===== src/rtl/coax_tx_arbiter_if.sv =====
// rtl/coax_tx_arbiter_if.sv - requester, transmitter and status signals of the coax tx arbiter
interface coax_tx_arbiter_if #(
    parameter int DATA_WIDTH = 10
);
    logic                  req0_valid;
    logic [DATA_WIDTH-1:0] req0_data;
    logic                  req0_ready;
    logic                  req1_valid;
    logic [DATA_WIDTH-1:0] req1_data;
    logic                  req1_ready;
    logic                  tx_start;
    logic [DATA_WIDTH-1:0] tx_data;
    logic                  tx_active;
    logic                  grant_id;
    logic                  busy;
    logic                  done;
    logic                  timeout;

    // arbiter side
    modport slave (
        input  req0_valid, req0_data, req1_valid, req1_data, tx_active,
        output req0_ready, req1_ready, tx_start, tx_data, grant_id, busy, done, timeout
    );

    // requester / transmitter side
    modport master (
        output req0_valid, req0_data, req1_valid, req1_data, tx_active,
        input  req0_ready, req1_ready, tx_start, tx_data, grant_id, busy, done, timeout
    );
endinterface


===== src/rtl/coax_tx_arbiter.sv =====
// rtl/coax_tx_arbiter.sv - round-robin sharing of one coax transmitter between two word requesters
module coax_tx_arbiter #(
    parameter int DATA_WIDTH    = 10,
    parameter int GAP_CLOCKS    = 64,
    parameter int START_TIMEOUT = 32
) (
    input  logic                i_clk,
    input  logic                i_reset_n,
    input  logic                i_enable,
    coax_tx_arbiter_if.slave    bus
);
    localparam int CNT_MAX = (GAP_CLOCKS > START_TIMEOUT) ? GAP_CLOCKS : START_TIMEOUT;
    localparam int CNT_W   = $clog2(CNT_MAX) + 1;
    localparam logic [CNT_W-1:0] TO_LAST  = CNT_W'(START_TIMEOUT - 1);
    localparam logic [CNT_W-1:0] GAP_LAST = CNT_W'((GAP_CLOCKS > 0) ? GAP_CLOCKS - 1 : 0);

    typedef enum logic [2:0] {
        S_IDLE,
        S_START,
        S_WAIT_ACTIVE,
        S_WAIT_DONE,
        S_GAP
    } state_t;

    state_t                r_state;
    state_t                w_state_nxt;
    logic [CNT_W-1:0]      r_cnt;
    logic [DATA_WIDTH-1:0] r_tx_data;
    logic                  r_grant_id;
    logic                  r_last_grant;
    logic                  r_done;
    logic                  r_timeout;

    logic                  w_sel;
    logic                  w_ready0;
    logic                  w_ready1;
    logic                  w_accept;
    logic                  w_after_tx;

    // Fairness only matters on a tie; a lone requester is always the pick.
    assign w_sel      = (bus.req0_valid && bus.req1_valid) ? ~r_last_grant : bus.req1_valid;
    assign w_ready0   = (r_state == S_IDLE) && i_enable && !w_sel && bus.req0_valid;
    assign w_ready1   = (r_state == S_IDLE) && i_enable &&  w_sel && bus.req1_valid;
    assign w_accept   = w_ready0 || w_ready1;
    // With no turnaround gap the line is immediately free again.
    assign w_after_tx = (GAP_CLOCKS == 0) ? 1'b1 : 1'b0;

    // State register
    always_ff @(posedge i_clk) begin
        if (!i_reset_n) begin
            r_state <= S_IDLE;
        end else begin
            r_state <= w_state_nxt;
        end
    end

    // Next-state decode
    always_comb begin
        w_state_nxt = r_state;
        case (r_state)
            S_IDLE: begin
                if (w_accept) w_state_nxt = S_START;
            end
            S_START: begin
                w_state_nxt = S_WAIT_ACTIVE;
            end
            S_WAIT_ACTIVE: begin
                // A late rise on the limit cycle still counts as a start.
                if (bus.tx_active)        w_state_nxt = S_WAIT_DONE;
                else if (r_cnt == TO_LAST) w_state_nxt = w_after_tx ? S_IDLE : S_GAP;
            end
            S_WAIT_DONE: begin
                if (!bus.tx_active) w_state_nxt = w_after_tx ? S_IDLE : S_GAP;
            end
            S_GAP: begin
                if (r_cnt == GAP_LAST) w_state_nxt = S_IDLE;
            end
            default: w_state_nxt = S_IDLE;
        endcase
    end

    // Word latch, grant history, shared counter and status pulses
    always_ff @(posedge i_clk) begin
        if (!i_reset_n) begin
            r_cnt        <= '0;
            r_tx_data    <= '0;
            r_grant_id   <= 1'b0;
            r_last_grant <= 1'b1;
            r_done       <= 1'b0;
            r_timeout    <= 1'b0;
        end else begin
            r_done    <= 1'b0;
            r_timeout <= 1'b0;
            case (r_state)
                S_IDLE: begin
                    if (w_accept) begin
                        r_tx_data    <= w_sel ? bus.req1_data : bus.req0_data;
                        r_grant_id   <= w_sel;
                        r_last_grant <= w_sel;
                    end
                end
                S_START: begin
                    r_cnt <= '0;
                end
                S_WAIT_ACTIVE: begin
                    if (!bus.tx_active) begin
                        if (r_cnt == TO_LAST) begin
                            r_timeout <= 1'b1;
                            r_cnt     <= '0;
                        end else if (r_cnt != '1) begin
                            r_cnt <= r_cnt + CNT_W'(1);
                        end
                    end
                end
                S_WAIT_DONE: begin
                    if (!bus.tx_active) begin
                        r_done <= 1'b1;
                        r_cnt  <= '0;
                    end
                end
                S_GAP: begin
                    if (r_cnt != GAP_LAST && r_cnt != '1) r_cnt <= r_cnt + CNT_W'(1);
                end
                default: r_cnt <= '0;
            endcase
        end
    end

    // Output decode
    always_comb begin
        bus.req0_ready = w_ready0;
        bus.req1_ready = w_ready1;
        bus.tx_start   = (r_state == S_START);
        bus.tx_data    = r_tx_data;
        bus.grant_id   = r_grant_id;
        bus.busy       = (r_state != S_IDLE);
        bus.done       = r_done;
        bus.timeout    = r_timeout;
    end
endmodule


===== src/flat_wrapper.sv =====
// flat-port wrapper written by rule: the top's interface ports become plain ports
module coax_tx_arbiter_flat 
#(
    parameter int DATA_WIDTH    = 10,
    parameter int GAP_CLOCKS    = 64,
    parameter int START_TIMEOUT = 32
)
  (i_clk, i_reset_n, i_enable, bus_req0_valid, bus_req0_data, bus_req1_valid, bus_req1_data, bus_tx_active, bus_req0_ready, bus_req1_ready, bus_tx_start, bus_tx_data, bus_grant_id, bus_busy, bus_done, bus_timeout);
  coax_tx_arbiter_if #(.DATA_WIDTH(DATA_WIDTH)) bus_i ();
  input  logic i_clk;
  input  logic i_reset_n;
  input  logic i_enable;
  input wire logic [$bits(bus_i.req0_valid)-1:0] bus_req0_valid;
  input wire logic [$bits(bus_i.req0_data)-1:0] bus_req0_data;
  input wire logic [$bits(bus_i.req1_valid)-1:0] bus_req1_valid;
  input wire logic [$bits(bus_i.req1_data)-1:0] bus_req1_data;
  input wire logic [$bits(bus_i.tx_active)-1:0] bus_tx_active;
  output wire logic [$bits(bus_i.req0_ready)-1:0] bus_req0_ready;
  output wire logic [$bits(bus_i.req1_ready)-1:0] bus_req1_ready;
  output wire logic [$bits(bus_i.tx_start)-1:0] bus_tx_start;
  output wire logic [$bits(bus_i.tx_data)-1:0] bus_tx_data;
  output wire logic [$bits(bus_i.grant_id)-1:0] bus_grant_id;
  output wire logic [$bits(bus_i.busy)-1:0] bus_busy;
  output wire logic [$bits(bus_i.done)-1:0] bus_done;
  output wire logic [$bits(bus_i.timeout)-1:0] bus_timeout;
  assign bus_i.req0_valid = bus_req0_valid;
  assign bus_i.req0_data = bus_req0_data;
  assign bus_i.req1_valid = bus_req1_valid;
  assign bus_i.req1_data = bus_req1_data;
  assign bus_i.tx_active = bus_tx_active;
  assign bus_req0_ready = bus_i.req0_ready;
  assign bus_req1_ready = bus_i.req1_ready;
  assign bus_tx_start = bus_i.tx_start;
  assign bus_tx_data = bus_i.tx_data;
  assign bus_grant_id = bus_i.grant_id;
  assign bus_busy = bus_i.busy;
  assign bus_done = bus_i.done;
  assign bus_timeout = bus_i.timeout;
  coax_tx_arbiter #(.DATA_WIDTH(DATA_WIDTH), .GAP_CLOCKS(GAP_CLOCKS), .START_TIMEOUT(START_TIMEOUT)) u_core (.i_clk(i_clk), .i_reset_n(i_reset_n), .i_enable(i_enable), .bus(bus_i));
endmodule

===== config.mk =====
export PLATFORM = sky130hd
export DESIGN_NAME = coax_tx_arbiter_flat
export DESIGN_NICKNAME = d
export VERILOG_FILES = /design/src/rtl/coax_tx_arbiter_if.sv /design/src/rtl/coax_tx_arbiter.sv /design/src/flat_wrapper.sv
export SDC_FILE = /design/constraint.sdc
export NUM_CORES = 1
export LEC_CHECK = 0
export CAP_MARGIN = 30
export CORE_MARGIN = 2
export CORE_UTILIZATION = 49
export CTS_CLUSTER_SIZE = 14
export DETAILED_ROUTE_END_ITERATION = 7
export PLACE_DENSITY = 0.92
export SYNTH_ARGS = -nofsm -noshare
export SYNTH_HDL_FRONTEND = slang
export SYNTH_SLANG_ARGS = --single-unit

===== constraint.sdc =====
create_clock -name i_clk -period 3.11 [get_ports i_clk]
set_clock_uncertainty 0.05 [all_clocks]
set_input_delay 0.933 -clock i_clk [delete_from_list [all_inputs] [get_ports i_clk]]
set_output_delay 0.933 -clock i_clk [all_outputs]
set_load 0.05 [all_outputs]

After elaboration in Yosys (flattened, before gate mapping)
Cells that the tools add are included.
- logic and storage cells: 59
- input bits: 26
- flip-flop bits (word level): 24
- output and inout bits: 17
- eq/ne operators: 15
- muxes and demuxes: 16
- reduce and logical (&&, ||, !) cells: 16
- bitwise gates (word level): 4
- add/sub/neg operators: 1
- operator list (kind ; number):
    2-to-1 mux 7 bit ; 5
    one-hot mux 7 bit (4 select lines) ; 1
    2-to-1 mux 3 bit ; 5
    one-hot mux 3 bit (5 select lines) ; 1
    2-to-1 mux 10 bit ; 1
    adder 7 x 1 -> 7 bit, second input constant ; 1
    == test 7 x 5 -> 1 bit, second input constant ; 1
    == test 7 x 6 -> 1 bit, second input constant ; 1
    logical AND 1 bit ; 7
    inequality test 7 x 6 -> 1 bit, second input constant ; 1
    inequality test 7 bit, second input constant ; 1
    == test 3 x 2 -> 1 bit, second input constant ; 2
    inequality test 2 x 1 -> 1 bit, second input constant ; 3
    AND reduction 5 bit ; 1
    inequality test 2 bit, second input constant ; 2
    NOT 1 bit ; 4
    AND reduction 2 bit ; 2
    AND reduction 4 bit ; 1
    == test 3 x 1 -> 1 bit, second input constant ; 1
    == test 3 bit, second input constant ; 1
    zero test 3 bit ; 1
    2-to-1 mux 1 bit ; 3
    inequality test 3 x 1 -> 1 bit, second input constant ; 1
    inequality test 3 x 2 -> 1 bit, second input constant ; 1
    other kinds (4) ; 4

Depth between registers and ports, before layout
Gate-level depths: netlist of run 1.
- depth in word-level cells: 8
- mapped depth: 6
- gate-level depth less buffers: 5

Worst setup path after synthesis of run 1
Ideal clock, no wire load.
- path kind: input -> output
- start: input port bus_req1_valid
- end: output port bus_req0_ready
- data required time: 2.127 ns
- arrival time: 1.960 ns
- stages: 3
- path buffers: 1
- setup slack: 0.167 ns
- cells stage by stage: a21boi_1 > buf_2 > nor2_1
- cells in the longest elaborated chain, start to end: 5
- ends and longest elaborated chain (what ; line ; text):
    start, declared ; flat_wrapper.sv:15 ; input wire logic [$bits(bus_i.req1_valid)-1:0] bus_req1_valid;
    logical AND 1 bit ; coax_tx_arbiter.sv:41 ; assign w_sel = (bus.req0_valid && bus.req1_valid) ? ~r_last_grant : bus.req1_valid;
    2-to-1 mux 1 bit * ; coax_tx_arbiter.sv:41 ;
    zero test 1 bit * ; coax_tx_arbiter.sv:42 ; assign w_ready0 = (r_state == S_IDLE) && i_enable && !w_sel && bus.req0_valid;
    logical AND 1 bit * (2 in series) ; coax_tx_arbiter.sv:42 ;
    end, declared ; flat_wrapper.sv:18 ; output wire logic [$bits(bus_i.req0_ready)-1:0] bus_req0_ready;
Mark *: on every way between the ends. The rest lies on a longest branch, timed or not.

Final worst setup path of run 1
- start: input port bus_req1_valid
- end: output port bus_req1_ready
- cells in the longest elaborated chain, start to end: 4
- ends and longest elaborated chain (what ; line ; text):
    logical AND 1 bit ; coax_tx_arbiter.sv:41 ;
    2-to-1 mux 1 bit ; coax_tx_arbiter.sv:41 ;
    logical AND 1 bit ; coax_tx_arbiter.sv:43 ; assign w_ready1 = (r_state == S_IDLE) && i_enable && w_sel && bus.req1_valid;
    logical AND 1 bit * ; coax_tx_arbiter.sv:43 ;
    end, declared ; flat_wrapper.sv:19 ; output wire logic [$bits(bus_i.req1_ready)-1:0] bus_req1_ready;
Marks and branches as above.

==> metrics.cfg, run 1 <==
[sta]
clock.fmax_mhz = 335
setup_viol = 0
finalHoldViolCount = 0
max_slew_margin = 0.657
hold_ws_ns = 0.453
fin_crit_ns = 2.99
setup-tns-final_ns = 0
tightestPinTransition_ns = 0.513
finalCritPeriodShare = 0.961
drv_slew = 0
rsz0062_at_grt = no

[pwr]
clock_power_share = 0.276
total_power_mw = 0.841
power_leakage_nw = 0.644
ir_worst_vdd_mv = 0.317
p_sw_mw = 0.274
pwr-share-seq = 0.408
sw_frac_of_total = 0.326
internal_power_mw = 0.567
combinationalPowerShare = 0.316
power_density_mw_per_mm2 = 465

[drt]
viasPerCell = 5.79
drtIter0Drc = 23
first_pass_iters = 5
num_vias = 1256
wire_per_inst_um = 15.3
drc = 0
wirelength_mm = 3.32
postRouteAntennaNets = 0

[min_path]
hp-class = flop to flop

[final_layout]
finalNonFillerCells = 217
fin_nets = 215
layout-drive-gt1-share = 0.112
layout-area-overhead-vs-synth_pct = 38.5
diodes = 0
fin_area_mm2 = 0.00181

[synth]
synth_common_cells = 24 x dfxtp_1, 15 x nor2_1, 12 x a211oi_1
synth_area_leaders = dfxtp_1 37%, mux2i_1 7.7%, a211oi_1 6.9%
synth.avg_cell_area_um2 = 9.07
synth_top_area_cell = dfxtp_1
synth_nets = 171
synth_ff_type = dfxtp_1
synth_cell_types = 47
ys_ff_latch = 24
yosysSeqAreaShare = 0.368
ys_async_sr_fraction = 0
synth.most_common_cell = dfxtp_1
ys_warn_count = 0
synth-edff-count = 0
synth_cells = 144
synth_top_area_share = 0.368
synth_area_mm2 = 0.00131

[grt]
grt-ovfl-total = 0
grt_pass1_vias = 1289
grt_max_degree = 21
antenna_found_initial = 0
grt_pass1_wl_mm = 5.64
globalRouteTotalUtil = 0.224

[placement]
gp_congestion = 0.837
placed_area_mm2 = 0.00176
hpwl_mm = 2.57
io_buffers = 42
place_inst = 213

[floorplan]
dieWidth_um = 55.6
die_h_um = 55.6
io_pins = 43
core.rowCount = 18
core_region_area_mm2 = 0.00250
die-area_mm2 = 0.00309
initial_core_util = 0.523

[critical_path]
start_kind = input port
endpoint_kind = primary output
worst-setup-path-type = input port to primary output
critPathMaxFanout = 3
crit_arrival_ns = 2.01
cp.required_ns = 2.13

[clocking]
cts_tree = done
cts_buffer_depth = 2
clock_latency_ns = 0.32
cts-root-buf = clkbuf_4
clock_sinks = 24
cts.clk_slew.worst_paths_ns = 0.14
cts_setup_buffers = 0
ctsHoldBuffers = 0
cts_resized = 0
h-tree-depth = 1
cts_inserted_buffers = 3

[status]
status = completed

[flow_run]
maxCapViolations = 0

layer usage:
| metal | track usage | vias up | part of all wire |
|---|---|---|---|
| met3 | 0.0209 | 10 | 0.028 |
| met4 | 0.0906 | 0 | 0.026 |
| met1 | 0.263 | 590 | 0.42 |
| met2 | 0.415 | 32 | 0.53 |
| met5 | 0 | - | 0 |
| li1 | - | 624 | - |
flip-flops by register name, summed over array words and instances, names as in the netlist:
| name | flops |
|---|---|
| u_core.r_state | 3 |
| u_core.bus.grant_id | 1 |
| u_core.bus.timeout | 1 |
| u_core.r_cnt | 7 |
| u_core.r_last_grant | 1 |
| u_core.bus.tx_data | 10 |
| u_core.bus.done | 1 |
worst max-delay path: stages:
cell,delay [ns]
clkdlybuf4s50_1,0.49
a21boi_1,0.19
and3_1,0.24
buf_12,0.15
worst paths after layout:
| kind | from | end | slack (ns) | cells after the start |
|---|---|---|---|---|
| min | u_core.bus.tx_data[2] | u_core.bus.tx_data[2] | 0.45 | 2 |
| max reg2reg | u_core.r_cnt[0] | u_core.r_cnt[4] | 1.22 | 4 |
| min reg2reg | u_core.bus.tx_data[2] | u_core.bus.tx_data[2] | 0.45 | 2 |
| max | bus_req1_valid | bus_req1_ready | 0.12 | 4 |
through the flow:
step / worst slack, ns / utilization
floorplan: 0.167 / -
global placement: 0.119 / 0.703
detailed placement: 0.116 / 0.703
CTS: 0.120 / 0.724
global route: 0.0683 / 0.724
finish: 0.121 / 0.724
kinds of logic (layout without fill, tap and decap cells):
group	count (synthesis)	after routing	share of synthesized area
adder cells (fa/ha/maj)	1	1	0.00958
XOR/XNOR	1	1	0.0125
multiplexers	10	10	0.0766
buffers and inverters	14	57	0.0575
AO/OA/AOI/OAI	42	42	0.259
flip-flops	24	24	0.368
AND/OR/NAND/NOR	52	52	0.217
placed cells by master, fill, tap and decap left out, types with 2 or more instances in the layout:
master / instances
nand3_1: 4
nand2_1: 10
o21a_1: 2
buf_4: 6
nand2b_1: 2
a31oi_1: 2
nand4_1: 2
nor3_1: 3
dfxtp_1: 24
inv_1: 6
clkbuf_4: 3
o311ai_1: 2
nor2_1: 15
a211oi_1: 12
a21oi_1: 6
o41ai_1: 2
clkdlybuf4s50_1: 40
and3_1: 2
o21ai_1: 5
mux2i_1: 10
a211o_1: 2
final cells by class:
cell class / count / area (um^2)
Multi-Input combinational cell: 106 / 751
Fill cell: 188 / 691
Clock inverter: 1 / 30.0
Sequential cell: 24 / 480
Inverter: 6 / 22.5
Tap cell: 30 / 37.5
Clock buffer: 3 / 22.5
Timing Repair Buffer: 47 / 465
power by group through the flow:
| stage | Combinational, mW | Clock [mW] | Sequential (mW) |
|---|---|---|---|
| 2_1_floorplan | 0.125 | 0 | 0.396 |
| 3_3_place_gp | 0.260 | 0 | 0.348 |
| 3_5_place_dp | 0.266 | 0 | 0.350 |
| 4_1_cts | 0.267 | 0.236 | 0.343 |
| 5_1_grt | 0.284 | 0.247 | 0.346 |
| 6_report | 0.266 | 0.232 | 0.343 |
Note: power is estimated with default switching activity, not from simulation.
==> inputs of run 2 (changes only) <==
--- a/config.mk
+++ b/config.mk
@@ -8,7 +8,7 @@
 export CAP_MARGIN = 30
 export CORE_MARGIN = 2
 export CORE_UTILIZATION = 49
-export CTS_CLUSTER_SIZE = 14
+export CTS_CLUSTER_SIZE = 40
 export DETAILED_ROUTE_END_ITERATION = 7
 export PLACE_DENSITY = 0.92
 export SYNTH_ARGS = -nofsm -noshare
==> results of run 2 <==
Same layout as run 1: the final DEF is identical, and so are final timing and power.
==> inputs of run 3 (changes only) <==
--- a/config.mk
+++ b/config.mk
@@ -7,10 +7,10 @@
 export LEC_CHECK = 0
 export CAP_MARGIN = 30
 export CORE_MARGIN = 2
-export CORE_UTILIZATION = 49
+export CORE_UTILIZATION = 23
 export CTS_CLUSTER_SIZE = 40
 export DETAILED_ROUTE_END_ITERATION = 7
-export PLACE_DENSITY = 0.92
+export PLACE_DENSITY = 0.53
 export SYNTH_ARGS = -nofsm -noshare
 export SYNTH_HDL_FRONTEND = slang
 export SYNTH_SLANG_ARGS = --single-unit
==> run 3 against run 2 <==
Compared with the run above: maximum frequency is 2.3% lower; combinational power about the same; cell area up 1.9%; sequential share of layout area decreased by 0.50 points; non-clock buffer count down 1; routed wire length down 3.7%; flip-flop and latch count is the same; first-iteration DRC count rose to 2.6 times the previous value; clock power decreased by 21%; worst setup slack got worse by 0.071 ns.
==> metrics.cfg, run 3 (same netlist as run 1, synthesis figures left out) <==
[status]
status = completed

[sta]
finalCritPeriodShare = 0.984  ; +0.0227
setup-tns-final_ns = 0  ; unchanged
clock.fmax_mhz = 327  ; -2.3%
drv_slew = 0  ; unchanged
rsz0062_at_grt = no
fin_crit_ns = 3.06  ; +0.0707 ns
finalHoldViolCount = 0  ; unchanged
tightestPinTransition_ns = 0.517  ; +0.00384 ns
setup_viol = 0  ; unchanged
max_slew_margin = 0.654  ; -0.00257

[floorplan]
die-area_mm2 = 0.00630  ; +100%
core_region_area_mm2 = 0.00551  ; +120%
io_pins = 43  ; unchanged
die_h_um = 79.4  ; +43%
core.rowCount = 27  ; +9
dieWidth_um = 79.4  ; +43%
initial_core_util = 0.237  ; -0.285

[critical_path]
cp.required_ns = 2.13  ; about the same
endpoint_kind = primary output
worst-setup-path-type = input port to primary output
start_kind = input port
critPathMaxFanout = 3  ; unchanged
regToRegStartpoint = u_core.r_cnt[0]
reg2reg_depth = 4  ; unchanged
r2r_setup_slack_ns = 1.29  ; +0.07 ns
worstReg2RegEnd = u_core.r_cnt[4]
crit_arrival_ns = 2.08  ; +0.07 ns

[drt]
wire_per_inst_um = 12.4  ; -19%
num_vias = 1180  ; -6.1%
viasPerCell = 4.59  ; -21%
wirelength_mm = 3.19  ; -3.7%
drtIter0Drc = 59  ; +160%
drc = 0  ; unchanged
postRouteAntennaNets = 0  ; unchanged
first_pass_iters = 4  ; -1

[clocking]
cts_inserted_buffers = 3  ; unchanged
cts_buffer_depth = 2  ; unchanged
cts_tree = done
clock_sinks = 24  ; unchanged
cts-root-buf = clkbuf_8
clock_latency_ns = 0.26  ; -0.06 ns
h-tree-depth = 1  ; unchanged
cts.clk_slew.worst_paths_ns = 0.08  ; -0.06 ns

[min_path]
hold_start = u_core.bus.tx_data[7]
hp-class = flop to flop
whs_endpoint = u_core.bus.tx_data[7]
hold_path_depth = 2  ; unchanged

[flow_run]
maxCapViolations = 0  ; unchanged

[placement]
hpwl_mm = 2.41  ; -6.4%
placed_area_mm2 = 0.00180  ; +2.6%
gp_congestion = 0.820  ; -2.0%
io_buffers = 42  ; unchanged

[grt]
grt-ovfl-total = 0  ; unchanged
globalRouteTotalUtil = 0.109  ; -0.115
grt_pass1_wl_mm = 5.49  ; -2.7%
grt_max_degree = 21  ; unchanged
grt_pass1_vias = 1160  ; -10%
antenna_found_initial = 0  ; unchanged

[final_layout]
layout_common_cells = 40 x clkdlybuf4s50_1, 24 x dfxtp_1, 15 x nor2_1
layout-area-overhead-vs-synth_pct = 41.2
fin_area_mm2 = 0.00184  ; +1.9%
diodes = 0  ; unchanged
layout-drive-gt1-share = 0.108  ; -0.00419
final_util = 0.335  ; -0.389
nFillCells = 574  ; +210%
fin_nets = 214  ; -0.47%
largest_reg_flops = 10  ; unchanged
final_common_cell = clkdlybuf4s50_1

[pwr]
power_leakage_nw = 0.632  ; -1.8%
power_density_mw_per_mm2 = 428  ; -8.0%
ir_worst_vdd_mv = 0.246  ; -23%

==> run 3: where the power goes <==
part           switching (mW)  internal [mW]  leakage (nW)  total (mW)
sequential             0.0151          0.327         0.196       0.342
combinational           0.156          0.108         0.414       0.264
clock                  0.0962         0.0866        0.0216       0.183
total                   0.267          0.522         0.632       0.789
==> run 3: stage by stage <==
step	setup slack [ns]	hold WS [ns]	instances	total power, mW
4_1_cts	0.0214	0.454	257	0.804
6_report	0.0503	0.449	257	0.789
3_5_place_dp	0.0303	0.435	254	0.616
5_1_grt	0.00678	0.482	257	0.835
3_3_place_gp	0.0775	0.436	254	0.616
2_1_floorplan	0.167	0.416	144	0.521
==> run 3: area by class of cell <==
| cell class | count | area [um^2] | share of cell area |
|---|---|---|---|
| multi-input cells | 106 | 752 | 0.408 |
| flip-flops and latches | 24 | 480 | 0.261 |
| repair buffers | 46 | 458 | 0.248 |
| well taps | 72 | 90.1 | 0.0488 |
| clock buffers | 3 | 41.3 | 0.0224 |
| inverters | 6 | 22.5 | 0.0122 |
==> run 3: how the worst max path moves through the flow <==
| stage | startpoint | to | slack [ns] | cells after the start |
|---|---|---|---|---|
| floorplan | bus_req1_valid | bus_req0_ready | 0.17 | 3 |
| detailed placement | bus_req1_valid | bus_req1_ready | 0.03 | 4 |
| finish | bus_req1_valid | bus_req1_ready | 0.05 | 4 |
| CTS | bus_req1_valid | bus_req1_ready | 0.02 | 4 |
| global route | bus_req1_valid | bus_req1_ready | 0.007 | 4 |
| global placement | bus_req1_valid | bus_req1_ready | 0.08 | 4 |
==> run 3: worst max-delay path, stage by stage <==
cell and delay (ns):
clkdlybuf4s50_1 0.49, a21boi_1 0.25, and3_2 0.26, buf_12 0.14
==> run 3: routing by layer <==
metal | wire (um) | track usage | up-vias
met5 | 0 | 0 | -
met4 | 33 | 0.0293 | 0
met3 | 118 | 0.0261 | 4
met2 | 1440 | 0.163 | 27
met1 | 1600 | 0.156 | 529
li1 | - | - | 620
==> run 3: repair_timing <==
item,4_1_cts,5_1_grt
setup endpoints to repair,0,1
hold buffers,0,0
gates resized for setup,0,1
setup buffers,0,0
